$ cat config.mk
export PLATFORM = sky130hd
export DESIGN_NAME = gamepad_pmod_rx
export DESIGN_NICKNAME = d
export VERILOG_FILES = /design/src/rtl/gamepad_pmod_rx.sv
export SDC_FILE = /design/constraint.sdc
export NUM_CORES = 1
export LEC_CHECK = 0
export CAP_MARGIN = 5
export CORE_MARGIN = 1.5
export CORE_UTILIZATION = 40
export CTS_BUF_LIST = sky130_fd_sc_hd__clkbuf_8 sky130_fd_sc_hd__clkbuf_16
export CTS_CLUSTER_SIZE = 30
export DETAILED_ROUTE_END_ITERATION = 16
export DONT_BUFFER_PORTS = 1
export HOLD_SLACK_MARGIN = 0.02
export PLACE_DENSITY_LB_ADDON = 0.3
export SKIP_CTS_REPAIR_TIMING = 1
export SLEW_MARGIN = 20
export SYNTH_ARGS = -nofsm -noshare
export SYNTH_HDL_FRONTEND = slang
export SYNTH_SLANG_ARGS = --single-unit
$ cat constraint.sdc
create_clock -name clk -period 2.54 [get_ports clk]
set_input_delay 0.508 -clock clk [delete_from_list [all_inputs] [get_ports clk]]
set_output_delay 0.508 -clock clk [all_outputs]
set_load 0.02 [all_outputs]
$ cat src/rtl/gamepad_pmod_rx.sv
// rtl/gamepad_pmod_rx.sv - serial gamepad PMOD receiver publishing two 12-bit controller words
module gamepad_pmod_rx #(
  parameter int NUM_BITS       = 24,
  parameter int TIMEOUT_CYCLES = 1048576
) (
  input  logic        clk,
  input  logic        rst_n,
  input  logic        pmod_data,
  input  logic        pmod_clk,
  input  logic        pmod_latch,
  output logic [11:0] pad1_buttons,
  output logic [11:0] pad2_buttons,
  output logic        pad1_present,
  output logic        pad2_present,
  output logic        button_up,
  output logic        button_down,
  output logic        frame_valid,
  output logic        frame_error
);

  localparam int         TW       = $clog2(TIMEOUT_CYCLES + 1);
  localparam logic [4:0] CNT_FULL = 5'(NUM_BITS);
  localparam logic [4:0] CNT_SAT  = 5'(NUM_BITS + 1);
  localparam logic [TW-1:0] TO_MAX = TW'(TIMEOUT_CYCLES);

  // data needs no edge history; clk/latch carry {prev, sync2, sync1}
  logic [1:0] data_sync;
  logic [2:0] clk_sync;
  logic [2:0] latch_sync;
  logic       clk_rise;
  logic       latch_rise;

  logic [NUM_BITS-1:0] shift_reg;
  logic [4:0]          bit_cnt;

  logic                cap_ok;
  logic                cap_err;
  logic [NUM_BITS-1:0] cap_data;

  logic [11:0]   raw1;
  logic [11:0]   raw2;
  logic          present1_q;
  logic          present2_q;
  logic [TW-1:0] to_cnt;
  logic          timed_out;

  always_ff @(posedge clk or negedge rst_n) begin
    if (!rst_n) begin
      data_sync  <= '0;
      clk_sync   <= '0;
      latch_sync <= '0;
    end else begin
      data_sync  <= {data_sync[0], pmod_data};
      clk_sync   <= {clk_sync[1:0], pmod_clk};
      latch_sync <= {latch_sync[1:0], pmod_latch};
    end
  end

  assign clk_rise   = clk_sync[1] & ~clk_sync[2];
  assign latch_rise = latch_sync[1] & ~latch_sync[2];

  // A clock edge coinciding with a latch is the first bit of the next frame.
  always_ff @(posedge clk or negedge rst_n) begin
    if (!rst_n) begin
      shift_reg <= '0;
      bit_cnt   <= '0;
    end else begin
      if (clk_rise) begin
        shift_reg <= {shift_reg[NUM_BITS-2:0], data_sync[1]};
      end
      if (latch_rise) begin
        bit_cnt <= clk_rise ? 5'd1 : 5'd0;
      end else if (clk_rise && bit_cnt != CNT_SAT) begin
        bit_cnt <= bit_cnt + 5'd1;
      end
    end
  end

  always_ff @(posedge clk or negedge rst_n) begin
    if (!rst_n) begin
      cap_ok   <= 1'b0;
      cap_err  <= 1'b0;
      cap_data <= '0;
    end else begin
      cap_ok   <= latch_rise && (bit_cnt == CNT_FULL);
      cap_err  <= latch_rise && (bit_cnt != CNT_FULL);
      if (latch_rise) begin
        cap_data <= shift_reg;
      end
    end
  end

  always_ff @(posedge clk or negedge rst_n) begin
    if (!rst_n) begin
      raw1        <= '0;
      raw2        <= '0;
      present1_q  <= 1'b0;
      present2_q  <= 1'b0;
      frame_valid <= 1'b0;
      frame_error <= 1'b0;
      to_cnt      <= '0;
    end else begin
      frame_valid <= cap_ok;
      frame_error <= cap_err;
      if (cap_ok) begin
        raw1       <= cap_data[23:12];
        raw2       <= cap_data[11:0];
        present1_q <= (cap_data[23:12] != 12'hFFF);
        present2_q <= (cap_data[11:0] != 12'hFFF);
        to_cnt     <= '0;
      end else if (to_cnt != TO_MAX) begin
        to_cnt <= to_cnt + 1'b1;
      end
    end
  end

  assign timed_out    = (to_cnt == TO_MAX);
  assign pad1_present = present1_q & ~timed_out;
  assign pad2_present = present2_q & ~timed_out;
  assign pad1_buttons = pad1_present ? raw1 : 12'h000;
  assign pad2_buttons = pad2_present ? raw2 : 12'h000;

  // bit 7 = UP, bit 6 = DOWN, bit 3 = A
  assign button_up   = pad1_buttons[7] | pad1_buttons[3];
  assign button_down = pad1_buttons[6];

endmodule

* Word-level counts from Yosys, hierarchy flattened
Index checks and enable logic that the tools add are counted.
Widths: inputs -> output; s select.
** Cells by class
- Add/subtract/negate cells :: 2
- Equal/unequal tests :: 7
- Multiplexer cells :: 7
- Bitwise logic cells :: 8
- Reductions and logical operators :: 5
** Operators by type and width (count)
- $mux 21 :: 2
- $mux 12 :: 2
- $ne 12x12->1 const B :: 2
- $add 21x1->21 const B :: 1
- $eq 21x21->1 const B :: 1
- $ne 21x21->1 const B :: 1
- $mux 5 :: 2
- $ne 5x5->1 const B :: 2
- $add 5x1->5 const B :: 1
- $eq 5x5->1 const B :: 1
- $and 1x1->1 :: 4
- $reduce_bool 2->1 :: 2
- $logic_and 1x1->1 :: 3
- $not 1->1 :: 3
- $mux 1 :: 1
- $or 1x1->1 :: 1
** Storage, ports and cells
- Bits in registers :: 112
- Input port bits :: 5
- Word-level logic and storage cells :: 44

* Longest topological paths before layout
Gate-level depths: netlist of the first run.
- Depth after elaboration :: 5
- Mapped depth :: 8
- Depth with buffers taken out :: 6

* Worst setup path before layout of the first run
Ideal clock, no wire load.
- Path type :: reg2out
- Start point :: register to_cnt[5]
- End point :: output pad1_buttons[6]
- Data arrival time :: 2.006 ns
- Data required time :: 2.032 ns
- Path slack :: 0.026 ns
- Cell stages (with the launch flop) :: 7
- Buffers on the path :: 2
- Cell sequence :: dfrtp_1 or4_2 nor2_1 a21oi_1 buf_2 and2_1 buf_4
** Between the ends
- Longest elaborated chain between the ends :: 4
** RTL lines
- from (decl) :: line 44 : logic [TW-1:0] to_cnt;
- from (signal assigned) :: line 112 : to_cnt <= to_cnt + 1'b1;
- $eq 21x21->1 :: line 117 : assign timed_out = (to_cnt == TO_MAX);
- $not 1->1 :: line 118 : assign pad1_present = present1_q & ~timed_out;
- $and 1x1->1 :: line 118
- via pad1_present :: line 13 : output logic pad1_present,
- $mux 12 :: line 120 : assign pad1_buttons = pad1_present ? raw1 : 12'h000;
- to (decl) :: line 11 : output logic [11:0] pad1_buttons,
The timed path passes the listed nets, and every way through them passes these cells.

* Final worst setup path of the first run
- Start point :: register to_cnt[8]
- End point :: output pad1_buttons[6]
** Between the ends
- Longest elaborated chain between the ends :: 4
** RTL lines (line)
- $eq 21x21->1 :: 117
- $not 1->1 :: 118
- $and 1x1->1 :: 118
- $mux 12 :: 120
Every way passes these cells.

==> results of run 1 <==
==> cell usage after synthesis (all sizes together) (4+ instances only) <==
library cell  number  area, µm²
and2              25      156.4
nor2              17      63.81
mux2              50      563.0
xnor2              4      35.03
clkbuf            12      45.04
o21ai              9      45.04
ha                 5      62.56
nand4             12      81.33
or3                7      43.79
o31ai              5      37.54
nand2             82      307.8
buf                9      56.30
xor2               7      61.31
or4                6      46.30
a21oi             13      65.06
nand3             10      55.05
dfrtp            112       2803
inv                8      30.03
==> cell usage in the layout, fill, tap and decap left out, drive strengths merged, types with 4 or more instances in the layout <==
master,n
dfrtp,112
nand2,82
mux2,50
and2,25
buf,20
nor2,17
a21oi,13
nand4,12
clkbuf,11
inv,11
nand3,10
o21ai,9
or3,7
xor2,7
or4,6
o31ai,5
ha,5
xnor2,4
==> final timing paths <==
| check | from | endpoint | slack, ns |
|---|---|---|---|
| max in group asynchronous | rst_n | cap_ok | 2.56 |
| min in group clk | pmod_latch | latch_sync[0] | 0.18 |
| setup / recovery | to_cnt[8] | pad1_buttons[6] | 0.06 |
| hold reg to reg | clk_sync[0] | clk_sync[1] | 0.35 |
| hold / removal | rst_n | raw1[6] | -0.14 |
| setup reg to reg | to_cnt[0] | to_cnt[20] | 0.59 |
==> metrics by stage <==
stage	utilization [%]	worst slack, ns	setup TNS (ns)	std cells
floorplan	-	0.02636	0	418
global placement	42.84	0.04409	0	551
detailed placement	42.84	-0.06461	-0.1692	551
CTS	45.37	-0.4496	-9.182	567
global route	46.79	-0.003608	-0.007186	576
finish	46.79	0.06273	0	576
==> kinds of logic (layout without fill, tap and decap cells) <==
kind of cell	Yosys count	count (layout)	synth area share (%)
AOI/OAI and AO/OA	30	30	3.569
DFF	112	112	59.21
adders and majority gates	5	5	1.322
buffers and inverters	29	44	2.775
muxes	50	50	11.90
xor gates and xnor gates	11	11	2.035
and+or+nand+nor	181	181	19.19
==> routing by layer <==
metal / track usage [%] / vias up
met5: 0 / -
met4: 3.713 / 0
met3: 4.899 / 12
met2: 23.29 / 31
met1: 18.36 / 1455
li1: - / 1442
==> power by group through the flow <==
stage	Combinational (mW)	Sequential (mW)	Clock (mW)
3_3_place_gp	0.238	2.20	0
3_5_place_dp	0.250	2.20	0
5_1_grt	0.281	2.20	1.48
4_1_cts	0.252	2.17	1.39
2_1_floorplan	0.216	2.14	0
6_report	0.245	2.16	1.35
==> layout make-up <==
type | instances | area, µm²
Inverter | 8 | 30.03
Tap cell | 143 | 178.9
Multi-Input combinational cell | 277 | 1883
Timing Repair Buffer | 20 | 175.2
Clock inverter | 5 | 37.54
Fill cell | 1020 | 6102
Clock buffer | 11 | 252.7
Sequential cell | 112 | 2808
==> flow_metrics.py, run 1 <==
metrics = {
    "status": {
        "status": "finished with violations",
        "violations": "hold timing",
    },
    "timing": {
        "clock_skew_ns": 0.008721,
        "relSlewSlack_pct": 36.10,
        "setup_violations": 0,
        "fmax_mhz": 403.7,
        "whs_ns": -0.1449,
        "tightestPinTransition_ns": 0.9585,
        "post-route-period-util_pct": 97.53,
        "finalHoldViolCount": 112,
        "report.final.slew_viol_count": 0,
        "fin_crit_ns": 2.477,
    },
    "power_and_ir_drop": {
        "switching_power_mw": 0.8984,
        "p_int_mw": 2.863,
        "pwr-share-clk_pct": 35.9,
        "power_frac_comb_pct": 6.5,
        "power_density_mw_per_mm2": 701.1,
        "leakagePower_nw": 2.546,
        "swShare_pct": 23.88,
        "power_mw": 3.762,
        "power_frac_seq_pct": 57.5,
        "max-vdd-ir-drop_v": 0.0004010,
    },
    "place": {
        "hpwl_mm": 5.427,
        "gp_congestion": 0.7255,
        "post_dp_cell_area_mm2": 0.004912,
        "port_buffers": 0,
    },
    "worst_setup_path": {
        "worstSetupPathType": "reg2out",
        "cp_top_family": "simple AND/OR/NAND/NOR gates",
        "cp.depth": 6,
        "cp-start-kind": "flip-flop",
        "required_ns": 2.03,
        "ff2ff_path_depth": 5,
        "cp.arrival_ns": 1.97,
        "cp_slowest_cell": "or4_4",
        "cp_num_buf_inv": 2,
        "crit_path_end_kind": "output port",
        "crit_path_frequent_cell": "buf_12",
        "slowest_delay_ns": 0.55,
        "path_cells": "or4_4 -> nor2_4 -> a21oi_4 -> buf_12 -> and2_4 -> buf_12",
        "cp_max_fo": 14,
    },
    "final_layout": {
        "finalInstanceArea_mm2": 0.005365,
        "drive_gt1_share_pct": 27.25,
        "final_nets": 438,
        "num_antenna_cells": 0,
        "areaGrowthSynthToFinish_pct": 13.35,
    },
    "die": {
        "io_pins": 35,
        "fp.dieH_um": 111.8,
        "core_area_mm2": 0.01147,
        "rows": 39,
        "dieWidth_um": 111.8,
        "start_util_pct": 41.28,
        "die-area_mm2": 0.01249,
    },
    "synth": {
        "synth_edf_count": 0,
        "syn_inst": 418,
        "async_flop_share_pct": 100.0,
        "syn_nets": 428,
        "synth_cell_types": 38,
        "ys_ff_latch": 112,
        "netlist_area_mm2": 0.004733,
        "ys_seq_area_share_pct": 59.21,
        "yosysWarnings": 0,
        "synth-main-ff-cell": "dfrtp_1",
        "avgSynthCellArea_um2": 11.32,
    },
    "global_route": {
        "grt_pass1_wl_mm": 14.37,
        "grt_pass1_vias": 2935,
        "grt.total_usage_pct": 14.31,
        "overflow": 0,
        "grt_max_degree": 113,
        "antenna_found_initial": 0,
    },
    "clock_network": {
        "cts.sinks": 112,
        "numCtsBuffers": 9,
        "cts_tree": "done",
        "clk_latency_ns": 0.35,
        "h-tree-depth": 3,
        "clock_tree.buffer_depth": 2,
        "clk_pin_slew_worst_paths_ns": 0.07,
        "root_buffer": "clkbuf_16",
    },
    "routing": {
        "wire_per_inst_um": 14.47,
        "wl_met3_um": 245,
        "drtPass1Iterations": 4,
        "dr_wl_met2_mm": 4.055,
        "viasPerCell": 5.104,
        "first_iter_violations": 164,
        "wl_met1_mm": 3.922,
        "wl_mm": 8.335,
        "post-route-drc-count": 0,
        "ant_nets": 0,
        "num_vias": 2940,
        "top_layer": "met4",
    },
    "hold_path": {
        "min_path_type": "in2async",
    },
    "flow_run": {
        "max_cap_viol_count": 0,
    },
}
No activity file was read; power rests on OpenSTA's default activity.
==> run 2, diff against run 1 <==
--- a/config.mk
+++ b/config.mk
@@ -14,6 +14,7 @@
 export DONT_BUFFER_PORTS = 1
 export HOLD_SLACK_MARGIN = 0.02
 export PLACE_DENSITY_LB_ADDON = 0.3
+export SETUP_SLACK_MARGIN = 0.15
 export SKIP_CTS_REPAIR_TIMING = 1
 export SLEW_MARGIN = 20
 export SYNTH_ARGS = -nofsm -noshare
==> flow_metrics.py, run 2 (synthesized netlist as in run 1, its figures left out) <==
metrics = {
    "clock_network": {
        "numCtsBuffers": 9,
        "h-tree-depth": 3,
        "clock_tree.buffer_depth": 2,
        "cts.sinks": 112,
        "clk_pin_slew_worst_paths_ns": 0.07,
        "cts_tree": "done",
        "root_buffer": "clkbuf_16",
        "clk_latency_ns": 0.36,
    },
    "global_route": {
        "antenna_found_initial": 0,
        "grt_max_degree": 113,
        "grt.total_usage_pct": 14.34,
        "grt_pass1_wl_mm": 14.16,
        "grt_pass1_vias": 2793,
        "overflow": 0,
    },
    "timing": {
        "report.final.slew_viol_count": 0,
        "relSlewSlack_pct": 36.94,
        "clock_skew_ns": 0.009727,
        "post-route-period-util_pct": 98.42,
        "fin_crit_ns": 2.500,
        "whs_ns": -0.1534,
        "rsz0062_at_grt": "yes",
        "tightestPinTransition_ns": 0.9459,
        "fmax_mhz": 400.0,
        "finalSetupTns_ns": 0,
        "finalHoldViolCount": 112,
        "setup_violations": 0,
    },
    "power_and_ir_drop": {
        "power_mw": 3.989,
        "power_density_mw_per_mm2": 729.1,
        "leakagePower_nw": 2.598,
        "max-vdd-ir-drop_v": 0.0004918,
    },
    "die": {
        "dieWidth_um": 111.8,
        "die-area_mm2": 0.01249,
        "io_pins": 35,
        "core_area_mm2": 0.01147,
        "rows": 39,
        "fp.dieH_um": 111.8,
        "start_util_pct": 41.28,
    },
    "worst_setup_path": {
        "cp_max_fo": 8,
        "cp_slowest_cell": "or4_4",
        "cp.arrival_ns": 1.99,
        "cp-start-kind": "flip-flop",
        "crit_path_end_kind": "output port",
        "required_ns": 2.03,
        "path_cells": "or4_4 -> nor2_4 -> buf_4 -> a21oi_4 -> and2_4",
        "cp_top_family": "simple AND/OR/NAND/NOR gates",
        "worstSetupPathType": "reg2out",
        "slowest_delay_ns": 0.55,
        "cp_num_buf_inv": 1,
    },
    "final_layout": {
        "layout_commonest_cell": "dfrtp_1",
        "drive_gt1_share_pct": 30.18,
        "utilization_pct": 47.71,
        "num_antenna_cells": 0,
        "num-fill-cells": 1026,
        "finalInstanceArea_mm2": 0.005472,
        "areaGrowthSynthToFinish_pct": 15.60,
        "final_cell_mix": "dfrtp_1 (110), nand2_1 (82), mux2_2 (50)",
        "final_nets": 439,
    },
    "status": {
        "violations": "hold timing",
        "status": "finished with violations",
    },
    "place": {
        "hpwl_mm": 5.258,
        "post_dp_cell_area_mm2": 0.004911,
        "gp_congestion": 0.7523,
        "port_buffers": 0,
    },
    "routing": {
        "first_iter_violations": 179,
        "wl_mm": 8.496,
        "ant_nets": 0,
        "drtPass1Iterations": 4,
        "viasPerCell": 5.210,
        "wire_per_inst_um": 14.72,
        "post-route-drc-count": 0,
        "num_vias": 3006,
    },
    "flow_run": {
        "max_cap_viol_count": 0,
    },
    "hold_path": {
        "min_path_type": "in2async",
    },
}
-- run 2: cell count changes in the layout (fill, tap and decap cells not counted), moves of 2 or more --
cell | before | now
and2_4 | 2 | 22
and2_1 | 12 | 1
and2_2 | 11 | 2
buf_6 | 0 | 3
buf_12 | 2 | 0
buf_4 | 18 | 16
bufinv_16 | 0 | 2
dfrtp_1 | 108 | 110
dfrtp_2 | 4 | 2
inv_1 | 8 | 6
inv_8 | 0 | 2
-- run 2: where the power goes --
part | internal [mW] | switching [mW] | total (mW)
clock | 0.908 | 0.672 | 1.58
sequential | 2.00 | 0.171 | 2.17
combinational | 0.140 | 0.102 | 0.242
-- run 2: layout make-up --
type                    count  area, µm²  share of cell area (%)
clock buffers              10      239.0                   4.368
clock inverters             6      96.34                   1.761
inverters                   8      30.03                  0.5488
multi-input cells         278       1953                   35.70
flip-flops and latches    112       2805                   51.27
well taps                 143      178.9                   3.270
repair buffers             20      168.9                   3.087
-- run 2: layer usage --
metal | vias to the layer above | part of all wire (%) | global-route usage, %
li1 | 1450 | - | -
met3 | 7 | 2.7 | 5.008
met2 | 25 | 48 | 21.83
met5 | - | 0 | 0
met1 | 1524 | 48 | 19.42
met4 | 0 | 0.99 | 4.304
-- run 2: worst paths after layout --
kind / startpoint / endpoint / slack, ns / cells after the start
setup reg to reg: to_cnt[0] / to_cnt[20] / 0.47 / 6
hold reg to reg: latch_sync[0] / latch_sync[1] / 0.35 / 0
hold / removal: rst_n / to_cnt[3] / -0.15 / 0
setup / recovery: to_cnt[5] / pad2_buttons[10] / 0.04 / 5
min in group clk: pmod_clk / clk_sync[0] / 0.18 / 0
max in group asynchronous: rst_n / cap_ok / 2.52 / 0
-- run 2: through the flow --
step / hold slack [ns] / std cells / setup WS [ns]
global placement: 0.2182 / 551 / -0.03193
finish: -0.1534 / 577 / 0.04022
detailed placement: 0.2178 / 551 / -0.09279
global route: -0.1847 / 577 / -0.04719
CTS: -0.1702 / 567 / -0.4985
floorplan: 0.2124 / 418 / 0.2377
-- run 2: worst register-to-register path, cell delays in order, from the launching register on --
cell	delay [ns]
dfrtp_1	0.37
buf_4	0.14
ha_1	0.22
nand4_1	0.16
or4_1	0.56
or3_1	0.39
a21oi_1	0.14
